**config.mk**
```make
export PLATFORM = sky130hd
export DESIGN_NAME = bip_ctrl_unit
export DESIGN_NICKNAME = d
export VERILOG_FILES = /design/src/rtl/bip_pkg.sv /design/src/rtl/bip_decoder.sv /design/src/rtl/bip_ctrl_unit.sv
export SDC_FILE = /design/constraint.sdc
export NUM_CORES = 1
export LEC_CHECK = 0
export ABC_AREA = 1
export BUFFER_PORTS_ARGS = -buffer_cell sky130_fd_sc_hd__buf_2
export CAP_MARGIN = 20
export CORE_ASPECT_RATIO = 0.5
export CORE_UTILIZATION = 25
export CTS_CLUSTER_DIAMETER = 60
export DETAILED_ROUTE_END_ITERATION = 10
export PLACE_DENSITY_LB_ADDON = 0.2
export SYNTH_ARGS = -nofsm -noshare
export SYNTH_HDL_FRONTEND = slang
export SYNTH_SLANG_ARGS = --single-unit
```
**constraint.sdc**
```tcl
create_clock -name i_clock -period 1.7 [get_ports i_clock]
set_clock_uncertainty 0.05 [all_clocks]
set_input_delay 0 -clock i_clock [delete_from_list [all_inputs] [get_ports i_clock]]
set_output_delay 0 -clock i_clock [all_outputs]
set_load 0.1 [all_outputs]
```
**src/rtl/bip_pkg.sv**
```systemverilog
// Shared constants for the BIP control unit: opcodes, datapath mux codes,
// FSM encodings and the decoder's output bundle.
package bip_pkg;

    localparam int OP_HLT  = 0;
    localparam int OP_STO  = 1;
    localparam int OP_LD   = 2;
    localparam int OP_LDI  = 3;
    localparam int OP_ADD  = 4;
    localparam int OP_ADDI = 5;
    localparam int OP_SUB  = 6;
    localparam int OP_SUBI = 7;
    localparam int OP_JMP  = 8;
    localparam int OP_BEQZ = 9;

    localparam logic [1:0] SEL_A_RAM = 2'd0;
    localparam logic [1:0] SEL_A_IMM = 2'd1;
    localparam logic [1:0] SEL_A_ALU = 2'd2;

    localparam logic ALU_ADD = 1'b0;
    localparam logic ALU_SUB = 1'b1;

    localparam logic [1:0] ST_RUN  = 2'd0;
    localparam logic [1:0] ST_WAIT = 2'd1;
    localparam logic [1:0] ST_HALT = 2'd2;

    typedef struct packed {
        logic [1:0] sel_a;
        logic       sel_b;
        logic       op_code;
        logic       wr_acc;
        logic       wr_ram;
        logic       rd_ram;
        logic       is_mem_rd;
        logic       is_branch;
        logic       is_cond;
        logic       is_halt;
        logic       is_illegal;
    } dec_t;

endpackage

```
**src/rtl/bip_decoder.sv**
```systemverilog
// Purely combinational opcode decode; the top qualifies these raw controls
// with FSM state, enable and reset.
module bip_decoder
    import bip_pkg::*;
#(
    parameter int NB_OPCODE = 5
) (
    input  logic [NB_OPCODE-1:0] opcode,
    output dec_t                 dec
);

    always_comb begin
        dec = '0;
        case (opcode)
            NB_OPCODE'(OP_HLT): dec.is_halt = 1'b1;
            NB_OPCODE'(OP_STO): dec.wr_ram  = 1'b1;
            NB_OPCODE'(OP_LD): begin
                dec.sel_a     = SEL_A_RAM;
                dec.wr_acc    = 1'b1;
                dec.rd_ram    = 1'b1;
                dec.is_mem_rd = 1'b1;
            end
            NB_OPCODE'(OP_LDI): begin
                dec.sel_a  = SEL_A_IMM;
                dec.wr_acc = 1'b1;
            end
            NB_OPCODE'(OP_ADD), NB_OPCODE'(OP_SUB): begin
                dec.sel_a     = SEL_A_ALU;
                dec.sel_b     = 1'b0;
                dec.op_code   = (opcode == NB_OPCODE'(OP_SUB)) ? ALU_SUB : ALU_ADD;
                dec.wr_acc    = 1'b1;
                dec.rd_ram    = 1'b1;
                dec.is_mem_rd = 1'b1;
            end
            NB_OPCODE'(OP_ADDI), NB_OPCODE'(OP_SUBI): begin
                dec.sel_a   = SEL_A_ALU;
                dec.sel_b   = 1'b1;
                dec.op_code = (opcode == NB_OPCODE'(OP_SUBI)) ? ALU_SUB : ALU_ADD;
                dec.wr_acc  = 1'b1;
            end
            NB_OPCODE'(OP_JMP):  dec.is_branch = 1'b1;
            NB_OPCODE'(OP_BEQZ): begin
                dec.is_branch = 1'b1;
                dec.is_cond   = 1'b1;
            end
            default: dec.is_illegal = 1'b1;
        endcase
    end

endmodule

```
**src/rtl/bip_ctrl_unit.sv**
```systemverilog
// BIP control unit: PC sequencing, branches, RUN/WAIT/HALT FSM for multi-cycle
// RAM loads, sticky illegal-opcode flag and saturating cycle counter.
module bip_ctrl_unit
    import bip_pkg::*;
#(
    parameter int NB_DATA       = 16,
    parameter int NB_OPCODE     = 5,
    parameter int NB_OPERAND    = 11,
    parameter int LOG2_N_INSMEM = 11,
    parameter int LOG2_N_DATA   = 10,
    parameter int RAM_RD_LAT    = 1,
    parameter int NB_CYCLES     = 32
) (
    input  logic                     i_clock,
    input  logic                     i_reset,
    input  logic                     i_valid,
    input  logic                     i_start,
    input  logic [NB_DATA-1:0]       i_instruction,
    input  logic                     i_acc_zero,
    output logic [LOG2_N_INSMEM-1:0] o_pc,
    output logic [LOG2_N_DATA-1:0]   o_data_addr,
    output logic [NB_OPERAND-1:0]    o_operand,
    output logic [1:0]               o_sel_a,
    output logic                     o_sel_b,
    output logic                     o_op_code,
    output logic                     o_wr_acc,
    output logic                     o_wr_ram,
    output logic                     o_rd_ram,
    output logic                     o_halted,
    output logic                     o_illegal,
    output logic [NB_CYCLES-1:0]     o_cycle_count
);

    // Wait counter preload: remaining WAIT cycles after the first RUN cycle.
    localparam int         WAIT_INIT_I = (RAM_RD_LAT > 0) ? RAM_RD_LAT - 1 : 0;
    localparam logic [1:0] WAIT_INIT   = WAIT_INIT_I[1:0];

    logic [1:0]               state_reg, state_next;
    logic [LOG2_N_INSMEM-1:0] pc_reg, pc_next;
    logic [1:0]               wait_cnt_reg, wait_cnt_next;
    logic                     illegal_reg, illegal_next;
    logic [NB_CYCLES-1:0]     cycle_reg, cycle_next;

    logic [NB_OPCODE-1:0]     opcode;
    logic [NB_OPERAND-1:0]    operand;
    logic [LOG2_N_INSMEM-1:0] pc_inc;
    logic [LOG2_N_INSMEM-1:0] branch_target;
    logic [NB_CYCLES-1:0]     cycle_inc;
    logic                     active;
    logic                     mem_done;
    dec_t                     dec;

    assign opcode        = i_instruction[NB_DATA-1 -: NB_OPCODE];
    assign operand       = i_instruction[NB_OPERAND-1:0];
    assign pc_inc        = pc_reg + LOG2_N_INSMEM'(1);
    assign branch_target = LOG2_N_INSMEM'(operand);
    assign cycle_inc     = (&cycle_reg) ? cycle_reg : cycle_reg + NB_CYCLES'(1);

    bip_decoder #(
        .NB_OPCODE (NB_OPCODE)
    ) u_decoder (
        .opcode (opcode),
        .dec    (dec)
    );

    // Reset is folded in so strobes drop the instant reset asserts, not at the next edge.
    assign active   = i_valid & i_reset & (state_reg != ST_HALT);
    assign mem_done = (state_reg == ST_WAIT) ? (wait_cnt_reg == 2'd0) : (RAM_RD_LAT == 0);

    assign o_sel_a   = active ? dec.sel_a : 2'd0;
    assign o_sel_b   = active & dec.sel_b;
    assign o_op_code = active & dec.op_code;
    assign o_wr_ram  = active & dec.wr_ram;
    assign o_rd_ram  = active & dec.rd_ram;
    assign o_wr_acc  = active & dec.wr_acc & (~dec.is_mem_rd | mem_done);

    assign o_pc          = pc_reg;
    assign o_data_addr   = operand[LOG2_N_DATA-1:0];
    assign o_operand     = operand;
    assign o_halted      = (state_reg == ST_HALT);
    assign o_illegal     = illegal_reg;
    assign o_cycle_count = cycle_reg;

    always_comb begin
        state_next    = state_reg;
        pc_next       = pc_reg;
        wait_cnt_next = wait_cnt_reg;
        illegal_next  = illegal_reg;
        cycle_next    = cycle_reg;
        if (i_valid) begin
            case (state_reg)
                ST_RUN: begin
                    cycle_next = cycle_inc;
                    if (dec.is_illegal) begin
                        state_next   = ST_HALT;
                        illegal_next = 1'b1;
                    end else if (dec.is_halt) begin
                        state_next = ST_HALT;
                    end else if (dec.is_mem_rd) begin
                        if (RAM_RD_LAT == 0) begin
                            pc_next = pc_inc;
                        end else begin
                            state_next    = ST_WAIT;
                            wait_cnt_next = WAIT_INIT;
                        end
                    end else if (dec.is_branch) begin
                        pc_next = (!dec.is_cond || i_acc_zero) ? branch_target : pc_inc;
                    end else begin
                        pc_next = pc_inc;
                    end
                end
                ST_WAIT: begin
                    cycle_next = cycle_inc;
                    if (wait_cnt_reg == 2'd0) begin
                        state_next = ST_RUN;
                        pc_next    = pc_inc;
                    end else begin
                        wait_cnt_next = wait_cnt_reg - 2'd1;
                    end
                end
                ST_HALT: begin
                    if (i_start) begin
                        state_next   = ST_RUN;
                        pc_next      = '0;
                        illegal_next = 1'b0;
                        cycle_next   = '0;
                    end
                end
                default: state_next = ST_HALT;
            endcase
        end
    end

    always_ff @(posedge i_clock or negedge i_reset) begin
        if (!i_reset) begin
            state_reg    <= ST_RUN;
            pc_reg       <= '0;
            wait_cnt_reg <= 2'd0;
            illegal_reg  <= 1'b0;
            cycle_reg    <= '0;
        end else begin
            state_reg    <= state_next;
            pc_reg       <= pc_next;
            wait_cnt_reg <= wait_cnt_next;
            illegal_reg  <= illegal_next;
            cycle_reg    <= cycle_next;
        end
    end

endmodule

```
==> run summary, run 1 <==
layout cells sized above 1: 35.9%
CP peak stage delay: 0.41 ns
final setup margin: -0.0559 ns
status: finished with violations
clk slew on worst S/H paths: 0.07 ns
RSZ-0062 raised after global routing: true
vias in the first global route: 3795
Clock Latency Late Sink: 0.30 ns
commonest non-fill, non-tap cell in the layout: nand2_1
core area: 14500 um2
Cell variety after synth: 30
filler cell count: 1588
Hold WS: 0.0267 ns
Crit path arrival time: 1.89 ns
placed cells: 887
chip height: 88.4 um
min Tclk post-route: 1.76 ns
die area: 15400 um2
endpoints failing setup: 19
Slew Viols, Final: 0
Area after DPL: 4770 um2
WP data required: 1.83 ns
pwr dens: 1250 nW/um2
Ys Warns: 0
Hold/Removal Path Class: primary input to register
Leakage: 2.49 nW
Initial Util: 25.7%
slowest cell on the critical path: dfrtp_1
Vias: 4163
Mapped Cells: 595
clock tree buffer depth: 2
CP dominant cell by count: buf_6
worst path bufs/invs: 4
WL/cell: 13.6 um
CP Max Fanout: 9
r2r worst-path depth: 10
Worst-Margin Slew: 0.659 ns
P&R area growth vs syn: 45.2%
final worst path period share: 103%
pre-CTS WS: -0.0325 ns
detailed placement HPWL: 8830 um
sequential element share of the synthesized area: 32.2%
FF-to-FF End: o_cycle_count[29]
antenna violations before repair: 0
setup slack, reg-to-reg: -0.06 ns
endpoint class of the critical path: register
Ports: 94
CP Cell Sequence: inv_2 > ha_4 > inv_6 > o21ai_2 > a21oi_2 > nand2_8 > buf_6 > buf_6 > nand2_1 > o21ai_1
final net count: 752
Die X: 175 um
R2R Path Start: state_reg[0]
Setup crit start: state_reg[0]
Syn Area/Cell: 6.27 um2
startpoint types: register
asr flop ratio synth: 100%
cell family with most CP delay: buffers and inverters
CP Depth: 10
CP Capture Point: o_cycle_count[29]
GRT overflow: 0
final hold viol count: 0
drt via density: 4.51
most used cells in the layout excluding fill and tap cells: 212 x nand2_1, 86 x buf_2, 69 x nor2_1
input/output buffers: 93
TritonRoute pass-1 iters: 5
drt total wl: 12600 um
GP Congestion: 0.861
first-pass GRT wire length: 19200 um
HP Start: i_instruction[9]
Main synth FF type: dfrtp_1
failing checks: setup timing
ANT cells: 0
H-Tree Depth: 2
Max Cap Violations: 0
Post-Syn Area: 3730 um2
Slew HR: 56.0%
Final Non-Filler Cells: 923
max reg flops: 32
syn nets: 623
Worst VDD drop: 0.000881 V
number of synthesized register bits: 48
total CTS buffers: 5
violation count after the first detailed-route iteration: 221
Root Buffer: clkbuf_16
largest net degree at the start of global routing: 49
EDFF count, synth: 0
FP Rows: 31
Setup CP Type: register to register
Max Freq: 0.570 GHz
Overall Global Routing Usage: 15.6%
overall power consumption: 6.79 mW
CTS tree: built
Finished Cell Area: 5420 um2
DRC Markers: 0
number of nets with antenna violations after routing: 0
CTS sink count: 48
==> kinds of logic after synthesis <==
family / after synthesis / share of synthesized area, %
simple gates: 395 / 44.4
xor+xnor: 7 / 1.64
compound gates: 53 / 7.58
fa+ha+maj: 7 / 2.35
buf+inv: 85 / 11.8
flops: 48 / 32.2
==> synthesized netlist by cell type (2+ instances only) <==
master / number / share of area, %
nor2_4: 2 / 0.60
ha_1: 7 / 2.3
buf_4: 22 / 4.4
nor2_2: 4 / 0.67
o21ai_0: 40 / 5.4
inv_1: 51 / 5.1
nand2_2: 2 / 0.34
inv_2: 2 / 0.20
o21ai_1: 4 / 0.54
nand3_1: 65 / 8.7
nand3b_1: 3 / 0.60
or2_2: 7 / 1.2
dfrtp_1: 48 / 32
o21bai_1: 3 / 0.60
nand2_1: 226 / 23
clkbuf_1: 4 / 0.40
buf_6: 5 / 1.5
a21oi_1: 3 / 0.40
nor2_1: 76 / 7.6
xor2_1: 6 / 1.4
nand4_1: 6 / 1.0
==> worst min-delay path by stage <==
stage / end / depth (start not counted) / slack [ns]
after detailed placement: state_reg[1] / 2 / 0.21
after global routing: o_pc[9] / 5 / 0.04
after CTS: o_pc[9] / 5 / 0.002
after floorplan: o_cycle_count[10] / 0 / -0.35
final: o_pc[9] / 5 / 0.03
after global placement: o_pc[9] / 2 / 0.21
==> cell type report <==
cell class | instances | area [um2] | share of cell area, %
Sequential cell | 48 | 1270 | 23.4
Tap cell | 198 | 248 | 4.57
Clock buffer | 7 | 143 | 2.63
Inverter | 53 | 211 | 3.90
Clock inverter | 1 | 7.51 | 0.139
Multi-Input combinational cell | 463 | 2360 | 43.5
Timing Repair Buffer | 153 | 1180 | 21.9
==> worst reg2reg max path, delay by kind of cell (launching register included) <==
family,cells,cell delay (ns)
adders and majority gates,1,0.18
and+or+nand+nor,2,0.21
AOI/OAI and AO/OA,3,0.36
DFF,1,0.41
buffers and inverters,4,0.43
==> per-layer routing <==
| layer | up-vias | global-route usage [%] | part of all wire (%) |
|---|---|---|---|
| met5 | - | 0 | 0 |
| met4 | 0 | 3.48 | 1.1 |
| met3 | 13 | 2.32 | 3.2 |
| met2 | 84 | 26.8 | 46 |
| met1 | 1936 | 20.9 | 50 |
| li1 | 2130 | - | - |
==> what timing repair did <==
action                                 in CTS  in global routing
cloned                                      1                  7
hold buffers                                8                  0
resized for setup                           7                 39
setup buffers                               4                  8
setup endpoints to repair                  15                 48
endpoints found under the hold margin      55                  0
pin swaps                                   5                  7
==> power by group <==
part	total [mW]	leakage, nW	switching [mW]	internal [mW]
Combinational	4.14	1.83	2.89	1.25
Sequential	1.58	0.591	0.230	1.35
Clock	1.07	0.0701	0.479	0.589
Total	6.79	2.49	3.60	3.19
==> metrics by stage <==
step	util [%]	setup TNS, ns
6_report	37.3	-0.486
2_1_floorplan	-	-6.94
3_3_place_gp	32.9	0
5_1_grt	37.3	-3.70
4_1_cts	34.9	-0.0961
3_5_place_dp	32.9	-0.103
Note: power is estimated with default switching activity, not from simulation.
==> run 2: changes to the inputs <==
--- a/config.mk
+++ b/config.mk
@@ -6,7 +6,7 @@
 export NUM_CORES = 1
 export LEC_CHECK = 0
 export ABC_AREA = 1
-export BUFFER_PORTS_ARGS = -buffer_cell sky130_fd_sc_hd__buf_2
+export BUFFER_PORTS_ARGS = -buffer_cell sky130_fd_sc_hd__buf_4
 export CAP_MARGIN = 20
 export CORE_ASPECT_RATIO = 0.5
 export CORE_UTILIZATION = 25
==> run 2 against run 1 <==
  * The flow finishes with violations (DRC, setup timing)
  * Clock power increased by 23%
  * Worst hold slack improved by 0.0038 ns
  * Worst setup slack improved by 0.016 ns
  * Flip-flop and latch count unchanged
  * Highest routed layer unchanged
==> run summary, run 2 (same netlist as run 1, synthesis figures left out) <==
status: finished with violations
failing checks: DRC, setup timing
final net count: 768 (+2.1%)
WL/cell: 13.5 um (-0.49%)
Worst VDD drop: 0.000960 V (+9.0%)
Crit path arrival time: 1.69 ns (-0.20 ns)
min Tclk post-route: 1.74 ns (-0.0165 ns)
Sum Neg Setup Slack: -0.559 ns (-0.0733 ns)
RSZ-0062 raised after global routing: true
cell family with most CP delay: buffers and inverters
Hold/Removal Path Class: primary input to register
Die X: 175 um (unchanged)
largest net degree at the start of global routing: 49 (unchanged)
WP data required: 1.65 ns (-0.18 ns)
input/output buffers: 93 (unchanged)
endpoint class of the critical path: output pin
H-Tree Depth: 2 (unchanged)
Clock Latency Late Sink: 0.30 ns (about the same)
overall power consumption: 7.36 mW (+8.3%)
Leakage: 2.64 nW (+6.1%)
Max Freq: 0.575 GHz (+0.95%)
startpoint types: register
endpoints failing setup: 30 (+11)
first-pass GRT wire length: 19000 um (-0.90%)
Root Buffer: clkbuf_16
GP Congestion: 0.875 (+1.6%)
CTS sink count: 48 (unchanged)
commonest non-fill, non-tap cell in the layout: nand2_1
placed cells: 898 (+1.2%)
detailed placement HPWL: 9020 um (+2.0%)
violation count after the first detailed-route iteration: 246 (+11%)
chip height: 88.4 um (unchanged)
Final Non-Filler Cells: 938 (+1.6%)
final hold viol count: 0 (unchanged)
Ports: 94 (unchanged)
CP peak stage delay: 0.43 ns (+0.02 ns)
P&R area growth vs syn: 56.0%
drt total wl: 12700 um (+1.1%)
Overall Global Routing Usage: 15.5% (-0.087 points)
Slew HR: 54.8% (-1.2 points)
number of nets with antenna violations after routing: 0 (unchanged)
worst path bufs/invs: 3 (-1)
Finished Cell Area: 5820 um2 (+7.4%)
total CTS buffers: 5 (unchanged)
clk slew on worst S/H paths: 0.07 ns (about the same)
TritonRoute pass-1 iters: 8 (+3)
most used cells in the layout excluding fill and tap cells: 209 x nand2_1, 139 x buf_4, 69 x nor2_1
CP Cell Sequence: ha_4 > inv_4 > nand4_1 > buf_4 > nor4_4 > buf_6
FP Rows: 31 (unchanged)
Area after DPL: 4990 um2 (+4.7%)
final worst path period share: 102% (-0.97 points)
Slew Viols, Final: 0 (unchanged)
CP Max Fanout: 5 (-4)
clock tree buffer depth: 2 (unchanged)
Max Cap Violations: 0 (unchanged)
Initial Util: 25.7% (unchanged)
Worst-Margin Slew: 0.678 ns (+0.0184 ns)
layout cells sized above 1: 37.2% (+1.3 points)
DRC Markers: 2 (+2)
ANT cells: 0 (unchanged)
slowest cell on the critical path: dfrtp_1
core area: 14500 um2 (unchanged)
vias in the first global route: 3822 (+0.71%)
antenna violations before repair: 0 (unchanged)
pwr dens: 1260 nW/um2 (+0.81%)
max reg flops: 32 (unchanged)
Setup CP Type: register to output pin
drt via density: 4.51 (about the same)
filler cell count: 1562 (-1.6%)
die area: 15400 um2 (unchanged)
CTS tree: built
pre-CTS WS: -0.0345 ns (-0.00196 ns)
GRT overflow: 0 (unchanged)
Vias: 4230 (+1.6%)
final setup margin: -0.0394 ns (+0.0165 ns)
run 2: area by class of cell:
type / instances / area (um2) / area share, %
multi-input cells: 465 / 2410 / 41.4
repair buffers: 167 / 1500 / 25.8
flip-flops and latches: 48 / 1270 / 21.8
well taps: 198 / 248 / 4.26
inverters: 53 / 211 / 3.63
clock buffers: 5 / 125 / 2.15
clock inverters: 2 / 60.1 / 1.03
run 2: report_power, final:
| group | total, mW | leakage [nW] | switching [mW] | internal [mW] |
|---|---|---|---|---|
| combinational | 4.45 | 1.96 | 2.96 | 1.49 |
| sequential | 1.58 | 0.591 | 0.230 | 1.35 |
| clock | 1.32 | 0.0899 | 0.485 | 0.837 |
run 2: metrics by stage:
step | hold WS, ns | utilization (%)
detailed placement | 0.180 | 34.4
CTS | 0.0281 | 36.8
global route | 0.0572 | 40.1
floorplan | -0.346 | -
finish | 0.0304 | 40.1
global placement | 0.178 | 34.4
run 2: worst paths after layout:
check	startpoint	to	slack (ns)	cells after the start
max	state_reg[1]	o_wr_ram	-0.04	6
min	i_instruction[10]	o_pc[10]	0.03	5
max reg2reg	o_cycle_count[1]	o_cycle_count[16]	-0.04	9
min reg2reg	o_illegal	o_illegal	0.45	2
max in group asynchronous	i_reset	o_cycle_count[0]	0.65	3
min in group asynchronous	i_reset	o_cycle_count[24]	0.44	3
run 2: per-layer routing:
layer	up-vias	track usage, %	routed length (um)
li1	2163	-	-
met1	1964	20.7	6370
met2	88	26.7	5790
met3	15	2.36	398
met4	0	3.79	131
met5	-	0	0
run 2: timing repair:
action,CTS,global route
hold buffers,9,0
endpoints found under the hold margin,56,0
pin swaps,4,16
buffers inserted,4,9
cloned,1,10
resized for setup,9,54
endpoints found under the setup margin,13,49
run 2: worst reg2reg max path, stage by stage, from the launching register on:
cell and delay [ns]:
dfrtp_4 0.45, ha_4 0.17, inv_4 0.04, nor2_4 0.11
nand2_2 0.08, nor2_4 0.14, nand3b_4 0.16, nand2_4 0.19
clkbuf_16 0.17, o21ai_1 0.07
